$ cat config.mk
export PLATFORM = sky130hd
export DESIGN_NAME = bsg_source_sync_channel_control_master_ft
export DESIGN_NICKNAME = d
export VERILOG_FILES = /design/src/rtl/bsg_comm_link_pkg.sv /design/src/rtl/bsg_counter_clear_up.sv /design/src/rtl/bsg_source_sync_channel_control_master_ft.sv
export SDC_FILE = /design/constraint.sdc
export NUM_CORES = 1
export LEC_CHECK = 0
export CORE_MARGIN = 1
export CORE_UTILIZATION = 45
export DETAILED_ROUTE_END_ITERATION = 16
export GPL_TIMING_DRIVEN = 0
export PLACE_DENSITY = 0.72
export SLEW_MARGIN = 20
export SYNTH_ARGS = -nofsm -noshare
export SYNTH_HDL_FRONTEND = slang
export SYNTH_SLANG_ARGS = --single-unit
$ cat constraint.sdc
create_clock -name clk_i -period 3.5 [get_ports clk_i]
set_clock_uncertainty 0.15 [all_clocks]
set_input_delay 0.35 -clock clk_i [delete_from_list [all_inputs] [get_ports clk_i]]
set_output_delay 0.35 -clock clk_i [all_outputs]
set_load 0.02 [all_outputs]
$ cat src/rtl/bsg_comm_link_pkg.sv
// Shared types and helpers for the source-synchronous comm link calibration logic.
package bsg_comm_link_pkg;

  typedef enum logic [2:0] {
    e_calib_idle    = 3'd0,
    e_calib_prepare = 3'd1,
    e_calib_run     = 3'd2,
    e_calib_done    = 3'd3,
    e_calib_error   = 3'd4
  } bsg_calib_ctrl_state_e;

  // Masks narrower than 64 bits are zero-extended by the caller.
  function automatic int unsigned bsg_calib_popcount(input logic [63:0] v);
    int unsigned sum;
    sum = 0;
    for (int i = 0; i < 64; i++) sum += 32'(v[i]);
    return sum;
  endfunction

endpackage

$ cat src/rtl/bsg_counter_clear_up.sv
// Up counter with synchronous clear; clear takes priority over count.
module bsg_counter_clear_up #(
  parameter int width_p = 4
) (
  input  logic               clk_i,
  input  logic               reset_i,
  input  logic               clear_i,
  input  logic               up_i,
  output logic [width_p-1:0] count_r_o
);

  always_ff @(posedge clk_i) begin
    if (reset_i || clear_i) count_r_o <= '0;
    else if (up_i)          count_r_o <= count_r_o + 1'b1;
  end

endmodule

$ cat src/rtl/bsg_source_sync_channel_control_master_ft.sv
// Fault-tolerant calibration sequencer: runs each test after a timed prepare
// phase, drops channels that time out and restarts on the survivors.
module bsg_source_sync_channel_control_master_ft
  import bsg_comm_link_pkg::*;
#(
  parameter int link_channels_p     = 4,
  parameter int tests_p             = 2,
  parameter int prepare_cycles_p    = 4,
  parameter int timeout_cycles_p    = 16,
  parameter int min_good_channels_p = 1,
  localparam int idx_w_lp = (tests_p > 0) ? $clog2(tests_p + 1) : 1
) (
  input  logic                                   clk_i,
  input  logic                                   reset_i,
  input  logic                                   start_i,
  input  logic [tests_p:0][link_channels_p-1:0]  test_scoreboard_i,
  output logic [idx_w_lp-1:0]                    test_index_r_o,
  output logic                                   prepare_o,
  output logic [link_channels_p-1:0]             channel_active_o,
  output logic                                   done_o,
  output logic                                   error_o
);

  localparam int ctr_max_lp = (prepare_cycles_p > timeout_cycles_p) ? prepare_cycles_p
                                                                     : timeout_cycles_p;
  localparam int ctr_w_lp   = $clog2(ctr_max_lp + 1);

  bsg_calib_ctrl_state_e        state_r, state_n;
  logic [idx_w_lp-1:0]          idx_r, idx_n;
  logic [link_channels_p-1:0]   mask_r, mask_n;
  logic [link_channels_p-1:0]   cur_sb, new_mask;
  logic [ctr_w_lp-1:0]          ctr_r;
  logic                         pass, ctr_clear, ctr_up;
  logic                         prep_last, run_last;

  assign cur_sb    = test_scoreboard_i[idx_r];
  // Inactive channels are forced to pass so stale scoreboard bits cannot stall a test.
  assign pass      = &(cur_sb | ~mask_r);
  assign new_mask  = mask_r & cur_sb;
  assign prep_last = (ctr_r == ctr_w_lp'(prepare_cycles_p - 1));
  assign run_last  = (ctr_r == ctr_w_lp'(timeout_cycles_p - 1));

  always_comb begin
    state_n = state_r;
    idx_n   = idx_r;
    mask_n  = mask_r;
    unique case (state_r)
      e_calib_idle: begin
        if (start_i) begin
          state_n = e_calib_prepare;
          idx_n   = '0;
        end
      end
      e_calib_prepare: begin
        if (prep_last) state_n = e_calib_run;
      end
      e_calib_run: begin
        if (pass) begin
          if (idx_r == idx_w_lp'(tests_p)) begin
            state_n = e_calib_done;
          end else begin
            state_n = e_calib_prepare;
            idx_n   = idx_r + 1'b1;
          end
        end else if (run_last) begin
          mask_n = new_mask;
          if (int'(bsg_calib_popcount(64'(new_mask))) >= min_good_channels_p) begin
            state_n = e_calib_prepare;
            idx_n   = '0;
          end else begin
            state_n = e_calib_error;
          end
        end
      end
      e_calib_done:  state_n = e_calib_done;
      e_calib_error: state_n = e_calib_error;
      default:       state_n = e_calib_idle;
    endcase
  end

  // Clearing on every state change keeps the phase counter from ever wrapping.
  assign ctr_clear = (state_n != state_r) || (state_r == e_calib_idle);
  assign ctr_up    = (state_r == e_calib_prepare) || (state_r == e_calib_run);

  bsg_counter_clear_up #(.width_p(ctr_w_lp)) phase_ctr (
    .clk_i     (clk_i),
    .reset_i   (reset_i),
    .clear_i   (ctr_clear),
    .up_i      (ctr_up),
    .count_r_o (ctr_r)
  );

  always_ff @(posedge clk_i) begin
    if (reset_i) begin
      state_r <= e_calib_idle;
      idx_r   <= '0;
      mask_r  <= '1;
    end else begin
      state_r <= state_n;
      idx_r   <= idx_n;
      mask_r  <= mask_n;
    end
  end

  assign test_index_r_o   = idx_r;
  assign channel_active_o = mask_r;
  assign prepare_o        = (state_r == e_calib_prepare);
  assign done_o           = (state_r == e_calib_done);
  assign error_o          = (state_r == e_calib_error);

endmodule

# == After elaboration in Yosys (flattened, before gate mapping) ==
# Index checks and enable logic that the tools add are counted.
# word_totals
reg_bits,14
in_bits,15
output_inout_bits,9
wordCells,50
# op_classes
add_sub_neg,5
n_lt_le_gt_ge,2
eq_ne,12
mux,15
bitwise_logic,4
n_reduce_logical,8
# op_table
cell,n
$mux W3,5
$pmux W3 S5,1
$mux W2,6
$ne A3 B3 Y1 const B,3
$bmux W4 S2,1
$eq A3 B2 Y1 const B,2
$add A5 B1 Y5 const B,1
$eq A5 B2 Y1 const B,1
$eq A5 B4 Y1 const B,1
$reduce_and A5 Y1,1
$add A3 B1 Y4,1
$and A4 B4 Y4,1
$ge A4 B1 Y1 const B,1
$mux W4,1
$not A4 Y4,1
$or A4 B4 Y4,1
$pmux W2 S2,1
$reduce_and A4 Y1,1
$add A2 B1 Y3,1
$eq A3 B1 Y1 const B,1
$eq A3 B3 Y1 const B,1
$logic_not A3 Y1,1
$logic_or A1 B1 Y1,3
$lt A2 B3 Y1 const B,1
8 further kinds,8

# == Logic depth before layout (Yosys ltp) ==
# Gate-level depths: netlist of run 1.
# logic_depth
ltp_word,14
ltp_mapped,13
depth_no_buf,12

# == Hierarchy ==
# From an unflattened synthesis of run 1, not the netlist that was laid out.
# unflattened
hier_cells,123
area_unflattened_um2,1034.7
# modules_own_cells
module,n_inst,cells_per_inst,area_each_um2,seq_area_each_um2
bsg_source_sync_channel_control_master_ft,1,100,795.8,180.2
bsg_counter_clear_up,1,23,239.0,100.1

# == Least setup slack after synthesis of run 1 ==
# No wires, ideal clock.
# synth_timing
kind,reg2reg
start,"reg idx_r[1], in the netlist test_index_r_o[1]"
end,reg phase_ctr.count_r_o[4]
setup_time_ps,117
arrival_ps,3140
setup_slack_ps,93
stages_incl_launch_ff,14
path_cell_list,dfxtp_1 > buf_6 > mux2i_2 > o21a_1 > nor2b_1 > fa_1 > ha_1 > inv_1 > ha_1 > or3b_1 > a21oi_1 > nor2_1 > a22oi_2 > and4b_1
# synth_via
elab_chain_len,14
elab_cells_between_ends,18
classes_between,3 x add/sub; 1 x order compare; 2 x eq/ne; 7 x mux; 2 x bitwise; 3 x reduce/logical
# synth_rtl
element,line_no,rtl
start: declaration,bsg_source_sync_channel_control_master_ft.sv:29,"logic [idx_w_lp-1:0] idx_r, idx_n;"
start signal: assignment,bsg_source_sync_channel_control_master_ft.sv:100,idx_r <= idx_n;
$bmux W4 S2,bsg_source_sync_channel_control_master_ft.sv:36,assign cur_sb = test_scoreboard_i[idx_r];
$mux W4 (implied by the code),bsg_source_sync_channel_control_master_ft.sv:36,
$and A4 B4 Y4,bsg_source_sync_channel_control_master_ft.sv:39,assign new_mask = mask_r & cur_sb;
via new_mask[1],bsg_source_sync_channel_control_master_ft.sv:31,"logic [link_channels_p-1:0] cur_sb, new_mask;"
$add A1 B1 Y2,bsg_comm_link_pkg.sv:16,for (int i = 0; i < 64; i++) sum += 32'(v[i]);
$add A2 B1 Y3,bsg_comm_link_pkg.sv:16,
$add A3 B1 Y4,bsg_comm_link_pkg.sv:16,
$ge A4 B1 Y1,bsg_source_sync_channel_control_master_ft.sv:67,if (int'(bsg_calib_popcount(64'(new_mask))) >= min_good_channels_p) begin
$mux W3,bsg_source_sync_channel_control_master_ft.sv:67,
$mux W3,bsg_source_sync_channel_control_master_ft.sv:65,end else if (run_last) begin
$mux W3,bsg_source_sync_channel_control_master_ft.sv:58,if (pass) begin
$pmux W3 S5,bsg_source_sync_channel_control_master_ft.sv:47,unique case (state_r)
$ne A3 B3 Y1,bsg_source_sync_channel_control_master_ft.sv:82,assign ctr_clear = (state_n != state_r) || (state_r == e_calib_idle);
$logic_or A1 B1 Y1,bsg_source_sync_channel_control_master_ft.sv:82,
$logic_or A1 B1 Y1,bsg_counter_clear_up.sv:13,if (reset_i || clear_i) count_r_o <= '0;
end signal: assignment,bsg_counter_clear_up.sv:14,else if (up_i) count_r_o <= count_r_o + 1'b1;
end: declaration,bsg_counter_clear_up.sv:9,output logic [width_p-1:0] count_r_o
# The timed path passes the listed nets, and every way through them passes these cells. The select of a mux whose other input is x is not followed.
# A chain may end at the register's enable or synchronous reset.

# == Worst setup path in the final report of run 1 ==
# layout_timing
start,"reg idx_r[0], in the netlist test_index_r_o[0]"
end,reg phase_ctr.count_r_o[4]
# layout_via
elab_cells_between_ends,18
classes_between,3 x add/sub; 1 x order compare; 2 x eq/ne; 7 x mux; 2 x bitwise; 3 x reduce/logical
# layout_rtl
element,line_no
$bmux W4 S2,bsg_source_sync_channel_control_master_ft.sv:36
$mux W4 (implied by the code),bsg_source_sync_channel_control_master_ft.sv:36
$and A4 B4 Y4,bsg_source_sync_channel_control_master_ft.sv:39
via new_mask[3],bsg_source_sync_channel_control_master_ft.sv:31
$add A3 B1 Y4,bsg_comm_link_pkg.sv:16
$ge A4 B1 Y1,bsg_source_sync_channel_control_master_ft.sv:67
$mux W3,bsg_source_sync_channel_control_master_ft.sv:67
$mux W3,bsg_source_sync_channel_control_master_ft.sv:65
$mux W3,bsg_source_sync_channel_control_master_ft.sv:58
$pmux W3 S5,bsg_source_sync_channel_control_master_ft.sv:47
$ne A3 B3 Y1,bsg_source_sync_channel_control_master_ft.sv:82
$logic_or A1 B1 Y1,bsg_source_sync_channel_control_master_ft.sv:82
$logic_or A1 B1 Y1,bsg_counter_clear_up.sv:13
# The timed path passes the listed nets, and every way through them passes these cells. The select of a mux whose other input is x is not followed.

==> impl_metrics.env, run 1 <==
export IMPL_status="finished clean"
export IMPL_swShare_pct=26.3
export IMPL_vias=1009
export IMPL_maxSlewViolCount=0
export IMPL_critPathSlowestCell="fa_1"
export IMPL_cellLeakagePower_nw=0.571
export IMPL_clockRootBuffer="clkbuf_4"
export IMPL_path_buf_inv=3
export IMPL_track_usage_pct=21.1
export IMPL_globalRouteMet3Util_pct=4.17
export IMPL_fmax_mhz=299
export IMPL_path_cells="clkbuf_2 > buf_4 > o21a_1 > nor2b_1 > fa_1 > ha_1 > inv_1 > ha_1 > or3b_1 > a21oi_4 > nor2_1 > a22oi_2 > and4b_1"
export IMPL_path_class="flop to flop"
export IMPL_htreeDepth=1
export IMPL_worst_hold_path_type="flop to flop"
export IMPL_drt_initial_drc_count=12
export IMPL_seqPwrFrac_pct=45.8
export IMPL_finalWorstSetupSlack_ns=0.151
export IMPL_port_buffers=23
export IMPL_crit_path_end_kind="flop"
export IMPL_grt_max_degree=11
export IMPL_cp_top_family="simple AND/OR/NAND/NOR gates"
export IMPL_drc=0
export IMPL_cts_tree="done"
export IMPL_use_met2_pct=35.7
export IMPL_synthArstFlopShare_pct=0
export IMPL_post_synth_top_area_fraction_pct=25.5
export IMPL_setup_viol=0
export IMPL_drive_gt1_share_pct=14.6
export IMPL_antenna_found_initial=0
export IMPL_hold_viol_final=0
export IMPL_synth_area_per_cell_um2=8.53
export IMPL_worstPathRequired_ns=3.53
export IMPL_worst_slew_pin_transition_ns=0.495
export IMPL_period_share_pct=95.7
export IMPL_avgViaCountPerCell=5.45
export IMPL_synth_distinct_cells=39
export IMPL_placementRows=17
export IMPL_ys_top_cells_by_count="dfxtp_1, nor2_1, nand2_1, a21oi_1"
export IMPL_grt_pass1_wl_mm=4.15
export IMPL_critical_path_arrival_ns=3.38
export IMPL_initial_core_util_pct=48.8
export IMPL_clk_pin_slew_ns=0.10
export IMPL_start_kind="flop"
export IMPL_coreArea_um2=2250
export IMPL_yosysTopAreaCell="dfxtp_1"
export IMPL_busiest_layer="met2"
export IMPL_syn_instance_count=129
export IMPL_path_common_cell="ha_1"
export IMPL_syn_to_final_growth_pct=30.7
export IMPL_cap_violations=0
export IMPL_routed_wl_mm=2.53
export IMPL_clkSinkCount=14
export IMPL_cts_hold_buffers=0
export IMPL_avgRoutedWirePerCell_um=13.7
export IMPL_ir_drop_v=0.000164
export IMPL_ant_nets=0
export IMPL_synth_top_cells_by_area="dfxtp_1, ha_1, and4b_1"
export IMPL_p_comb_share_pct=18.9
export IMPL_dpl_worst_slack_ns=-0.277
export IMPL_syn_num_nets=151
export IMPL_dpl_hpwl_mm=1.91
export IMPL_nets=180
export IMPL_p_int_mw=0.258
export IMPL_p_switching_mw=0.0920
export IMPL_critPathMaxStageDelay_ns=0.45
export IMPL_worstPathMaxFanout=10
export IMPL_ys_flop_type="dfxtp_1"
export IMPL_place_congestion=0.755
export IMPL_yosys_register_bits=14
export IMPL_worstSkewPairLatency_ns=0.29
export IMPL_n_antenna_cell=0
export IMPL_clock_power_share_pct=35.3
export IMPL_first_global_vias=944
export IMPL_rsz0062_at_grt="false"
export IMPL_die_x_um=51.4
export IMPL_synth_most_common_cell="dfxtp_1"
export IMPL_synth_edf_count=0
export IMPL_synth_cell_area_um2=1100
export IMPL_dieArea_um2=2650
export IMPL_overflow=0
export IMPL_yosysSeqAreaShare_pct=25.5
export IMPL_die_h_um=51.4
export IMPL_setup_tns_ns=0
export IMPL_powerDensity_nw_per_um2=244
export IMPL_clk_path_buf_depth=2
export IMPL_grtUsageMet1_pct=26.4
export IMPL_worst_slew_margin_rel_pct=66.7
export IMPL_drt_pass1_iter_count=4
export IMPL_min_period_ns=3.35
export IMPL_num_io_pins=24
export IMPL_cts_buffers=3
export IMPL_ys_warn_count=0
==> kinds of logic after synthesis <==
group | share of synthesized area (%)
buf+inv | 5.46
compound gates | 18.0
mux | 8.19
fa+ha+maj | 8.65
xor+xnor | 3.19
flops | 25.5
simple gates | 31.1
==> layer usage <==
metal  wire, um  part of all wire [%]
met5          0                     0
met3         89                   3.5
met1       1190                    47
met4         34                   1.3
met2       1220                    48
==> power groups by stage <==
| stage | sequential, mW | clock (mW) | combinational, mW |
|---|---|---|---|
| detailed placement | 0.165 | 0 | 0.0621 |
| CTS | 0.161 | 0.128 | 0.0635 |
| finish | 0.160 | 0.124 | 0.0661 |
| global placement | 0.165 | 0 | 0.0600 |
| floorplan | 0.165 | 0 | 0.0362 |
| global route | 0.161 | 0.137 | 0.0729 |
==> stage by stage <==
stage          utilization, %  cells  cell area [um2]  power [mW]  hold slack, ns
2_1_floorplan               -    129             1100       0.201           0.416
3_3_place_gp             60.5    180             1370       0.225           0.353
3_5_place_dp             60.5    180             1370       0.227           0.357
4_1_cts                  62.3    184             1410       0.353           0.384
5_1_grt                  63.8    185             1440       0.370           0.417
6_report                 63.8    185             1440       0.350           0.384
==> cell usage in the layout (no fill, tap or decap), drive strengths merged <==
cell type       n
nand3           4
and4b           5
and4            2
or4b            1
a21oi           7
nand4           1
o211ai          5
nor2           11
xnor2           2
o21a            6
nor2b           5
clkbuf          8
a21o            4
inv             6
nand2          10
xor2            2
nand3b          5
nor3            2
nand2b          2
and3            1
mux2            2
nor3b           2
ha              6
a22oi           1
fa              1
o31ai           1
and3b           1
o21ai           4
clkdlybuf4s50  23
or3             1
mux2i           6
or3b            2
buf             4
dfxtp          14
==> flip-flops by register name (all words and copies together) (netlist names) <==
| name | flops |
|---|---|
| channel_active_o | 4 |
| phase_ctr.count_r_o | 5 |
| test_index_r_o | 2 |
| state_r | 3 |
==> final cells by class <==
cell class              count  area, um2
multi-input cells         102        782
plain buffers               7       40.0
well taps                  28       35.0
repair buffers             24        238
flip-flops and latches     14        284
inverters                   6       22.5
fillers                   212        817
clock buffers               4       36.3
==> worst paths after layout <==
path	cells past startpoint	to	slack, ns	start
worst max-delay path	13	phase_ctr.count_r_o[4]	0.15	test_index_r_o[0]
worst min-delay path	1	channel_active_o[2]	0.38	channel_active_o[2]
worst max register to register	13	phase_ctr.count_r_o[4]	0.15	test_index_r_o[0]
worst min register to register	1	channel_active_o[2]	0.38	channel_active_o[2]
==> what timing repair did <==
item                                    in CTS  in global routing
endpoints found under the hold margin        0                  0
endpoints found under the setup margin       5                  7
gates resized for setup                      1                  7
pin swaps                                    0                  2
buffers inserted                             0                  1
Power figures use the tool's default switching activity.
==> run 2: changes to the inputs <==
--- a/config.mk
+++ b/config.mk
@@ -5,11 +5,12 @@
 export SDC_FILE = /design/constraint.sdc
 export NUM_CORES = 1
 export LEC_CHECK = 0
+export CAP_MARGIN = 0
+export CORE_ASPECT_RATIO = 1.2
 export CORE_MARGIN = 1
-export CORE_UTILIZATION = 45
+export CORE_UTILIZATION = 35
 export DETAILED_ROUTE_END_ITERATION = 16
 export GPL_TIMING_DRIVEN = 0
-export PLACE_DENSITY = 0.72
 export SLEW_MARGIN = 20
 export SYNTH_ARGS = -nofsm -noshare
 export SYNTH_HDL_FRONTEND = slang
==> run 2 against run 1 <==
  * Final area rose by 3.0%
  * Register-to-register slack improved by 0.04 ns
  * Count of clock-buffer cells in the layout fell by 1
  * Final cell count rose by 4.9%
  * Via count rose by 1.7%
  * Combinational power rose by 6.7%
  * Die area rose by 27%
==> impl_metrics.env, run 2 (same netlist as run 1, synthesis figures left out) <==
export IMPL_avgRoutedWirePerCell_um=12.9
export IMPL_grt_max_degree=11
export IMPL_reg2reg_slack_ns=0.20
export IMPL_setup_tns_ns=0
export IMPL_die_x_um=53.2
export IMPL_dpl_hpwl_mm=1.88
export IMPL_initial_core_util_pct=38.1
export IMPL_cts_hold_buffers=0
export IMPL_htreeDepth=1
export IMPL_power_mw=0.325
export IMPL_avgViaCountPerCell=5.29
export IMPL_overflow=0
export IMPL_powerDensity_nw_per_um2=220
export IMPL_grtUsageMet1_pct=22.1
export IMPL_first_global_vias=1029
export IMPL_busiest_layer="met2"
export IMPL_rr_worst_depth=13
export IMPL_drt_pass1_iter_count=4
export IMPL_antenna_found_initial=0
export IMPL_clk_pin_slew_ns=0.09
export IMPL_port_buffers=23
export IMPL_min_from="channel_active_o[2]"
export IMPL_n_antenna_cell=0
export IMPL_drive_gt1_share_pct=18.1
export IMPL_r2r_end="phase_ctr.count_r_o[3]"
export IMPL_nets=184
export IMPL_largest_register_ffs=5
export IMPL_syn_to_final_growth_pct=34.7
export IMPL_ant_nets=0
export IMPL_hold_depth=1
export IMPL_setup_viol=0
export IMPL_whs_endpoint="channel_active_o[2]"
export IMPL_regMostFlops="phase_ctr.count_r_o"
export IMPL_final_common_cell="clkdlybuf4s50_1"
export IMPL_worstSkewPairLatency_ns=0.29
export IMPL_worst_hold_path_type="flop to flop"
export IMPL_clockRootBuffer="clkbuf_4"
export IMPL_drt_initial_drc_count=16
export IMPL_cts_tree="done"
export IMPL_routed_wl_mm=2.50
export IMPL_stdcell_count=194
export IMPL_worst_slew_margin_rel_pct=66.8
export IMPL_track_usage_pct=17.7
export IMPL_min_period_ns=3.30
export IMPL_place_congestion=0.784
export IMPL_worstPathRequired_ns=3.53
export IMPL_drc=0
export IMPL_placementRows=21
export IMPL_clkSinkCount=14
export IMPL_final_cell_mix="clkdlybuf4s50_1, dfxtp_1, nor2_1, nand2_1"
export IMPL_cap_violations=0
export IMPL_critical_path_arrival_ns=3.33
export IMPL_cts_buffers=3
export IMPL_ir_drop_v=0.000188
export IMPL_hold_viol_final=0
export IMPL_crit_path_end_kind="flop"
export IMPL_cellLeakagePower_nw=0.587
export IMPL_clk_path_buf_depth=2
export IMPL_dieArea_um2=3370
export IMPL_globalRouteMet3Util_pct=3.14
export IMPL_path_class="flop to flop"
export IMPL_maxSlewViolCount=0
export IMPL_use_met2_pct=29.0
export IMPL_period_share_pct=94.4
export IMPL_coreArea_um2=2890
export IMPL_dp_cells=186
export IMPL_worstPathMaxFanout=8
export IMPL_status="finished clean"
export IMPL_grt_pass1_wl_mm=4.42
export IMPL_rsz0062_at_grt="false"
export IMPL_r2r_start="test_index_r_o[1]"
export IMPL_vias=1026
export IMPL_start_kind="flop"
export IMPL_die_h_um=63.4
export IMPL_fmax_mhz=303
export IMPL_num_io_pins=24
export IMPL_worst_slew_pin_transition_ns=0.494
[run 2: report_power, final]
part | switching (mW) | internal [mW]
Sequential | 0.000755 | 0.160
Clock | 0.0546 | 0.0400
Combinational | 0.0317 | 0.0389
[run 2: repair_timing]
action                                  CTS  global route
gates resized for setup                   3            10
endpoints found under the setup margin    5             6
setup buffers                             0             5
pin swaps                                 0             3
[run 2: layout make-up]
| class | count | area, um2 |
|---|---|---|
| buffer | 7 | 43.8 |
| clock buffer | 3 | 22.5 |
| fill | 278 | 1410 |
| inverter | 6 | 22.5 |
| multi-input combinational | 102 | 798 |
| sequential | 14 | 284 |
| tap | 34 | 42.5 |
| timing repair buffer | 28 | 268 |
[run 2: worst max-delay path, stage by stage (launching register included)]
cell,delay (ns)
dfxtp_4,0.37
buf_8,0.13
mux2i_4,0.22
o21a_1,0.17
nor2b_2,0.05
fa_1,0.54
ha_2,0.17
inv_1,0.04
ha_1,0.26
or3b_4,0.38
a21oi_4,0.16
nor2_1,0.07
a22oi_2,0.23
and4b_1,0.22
[run 2: worst max-delay path by stage]
stage	start	endpoint	slack, ns	depth (start not counted)
2_1_floorplan	test_index_r_o[1]	phase_ctr.count_r_o[4]	0.09	13
3_3_place_gp	test_scoreboard_i[11]	phase_ctr.count_r_o[0]	-0.20	13
3_5_place_dp	test_scoreboard_i[11]	phase_ctr.count_r_o[4]	-0.22	13
4_1_cts	test_index_r_o[1]	phase_ctr.count_r_o[4]	0.05	13
5_1_grt	test_index_r_o[1]	phase_ctr.count_r_o[4]	0.002	13
6_report	test_index_r_o[1]	phase_ctr.count_r_o[3]	0.20	13
[run 2: layer usage]
metal | vias to the layer above | part of all wire (%)
met5 | - | 0
met4 | 0 | 1.9
met3 | 5 | 3.6
met2 | 23 | 50
met1 | 474 | 45
li1 | 524 | -
[run 2: per-stage QoR]
| stage | instance area [um2] | utilization [%] | setup WS (ns) | hold WS (ns) |
|---|---|---|---|---|
| final | 1480 | 51.3 | 0.195 | 0.370 |
| after global routing | 1480 | 51.3 | 0.00231 | 0.387 |
| after CTS | 1410 | 48.7 | 0.0549 | 0.379 |
| after detailed placement | 1370 | 47.5 | -0.225 | 0.357 |
| after global placement | 1370 | 47.5 | -0.203 | 0.343 |
| after floorplan | 1100 | - | 0.0927 | 0.416 |
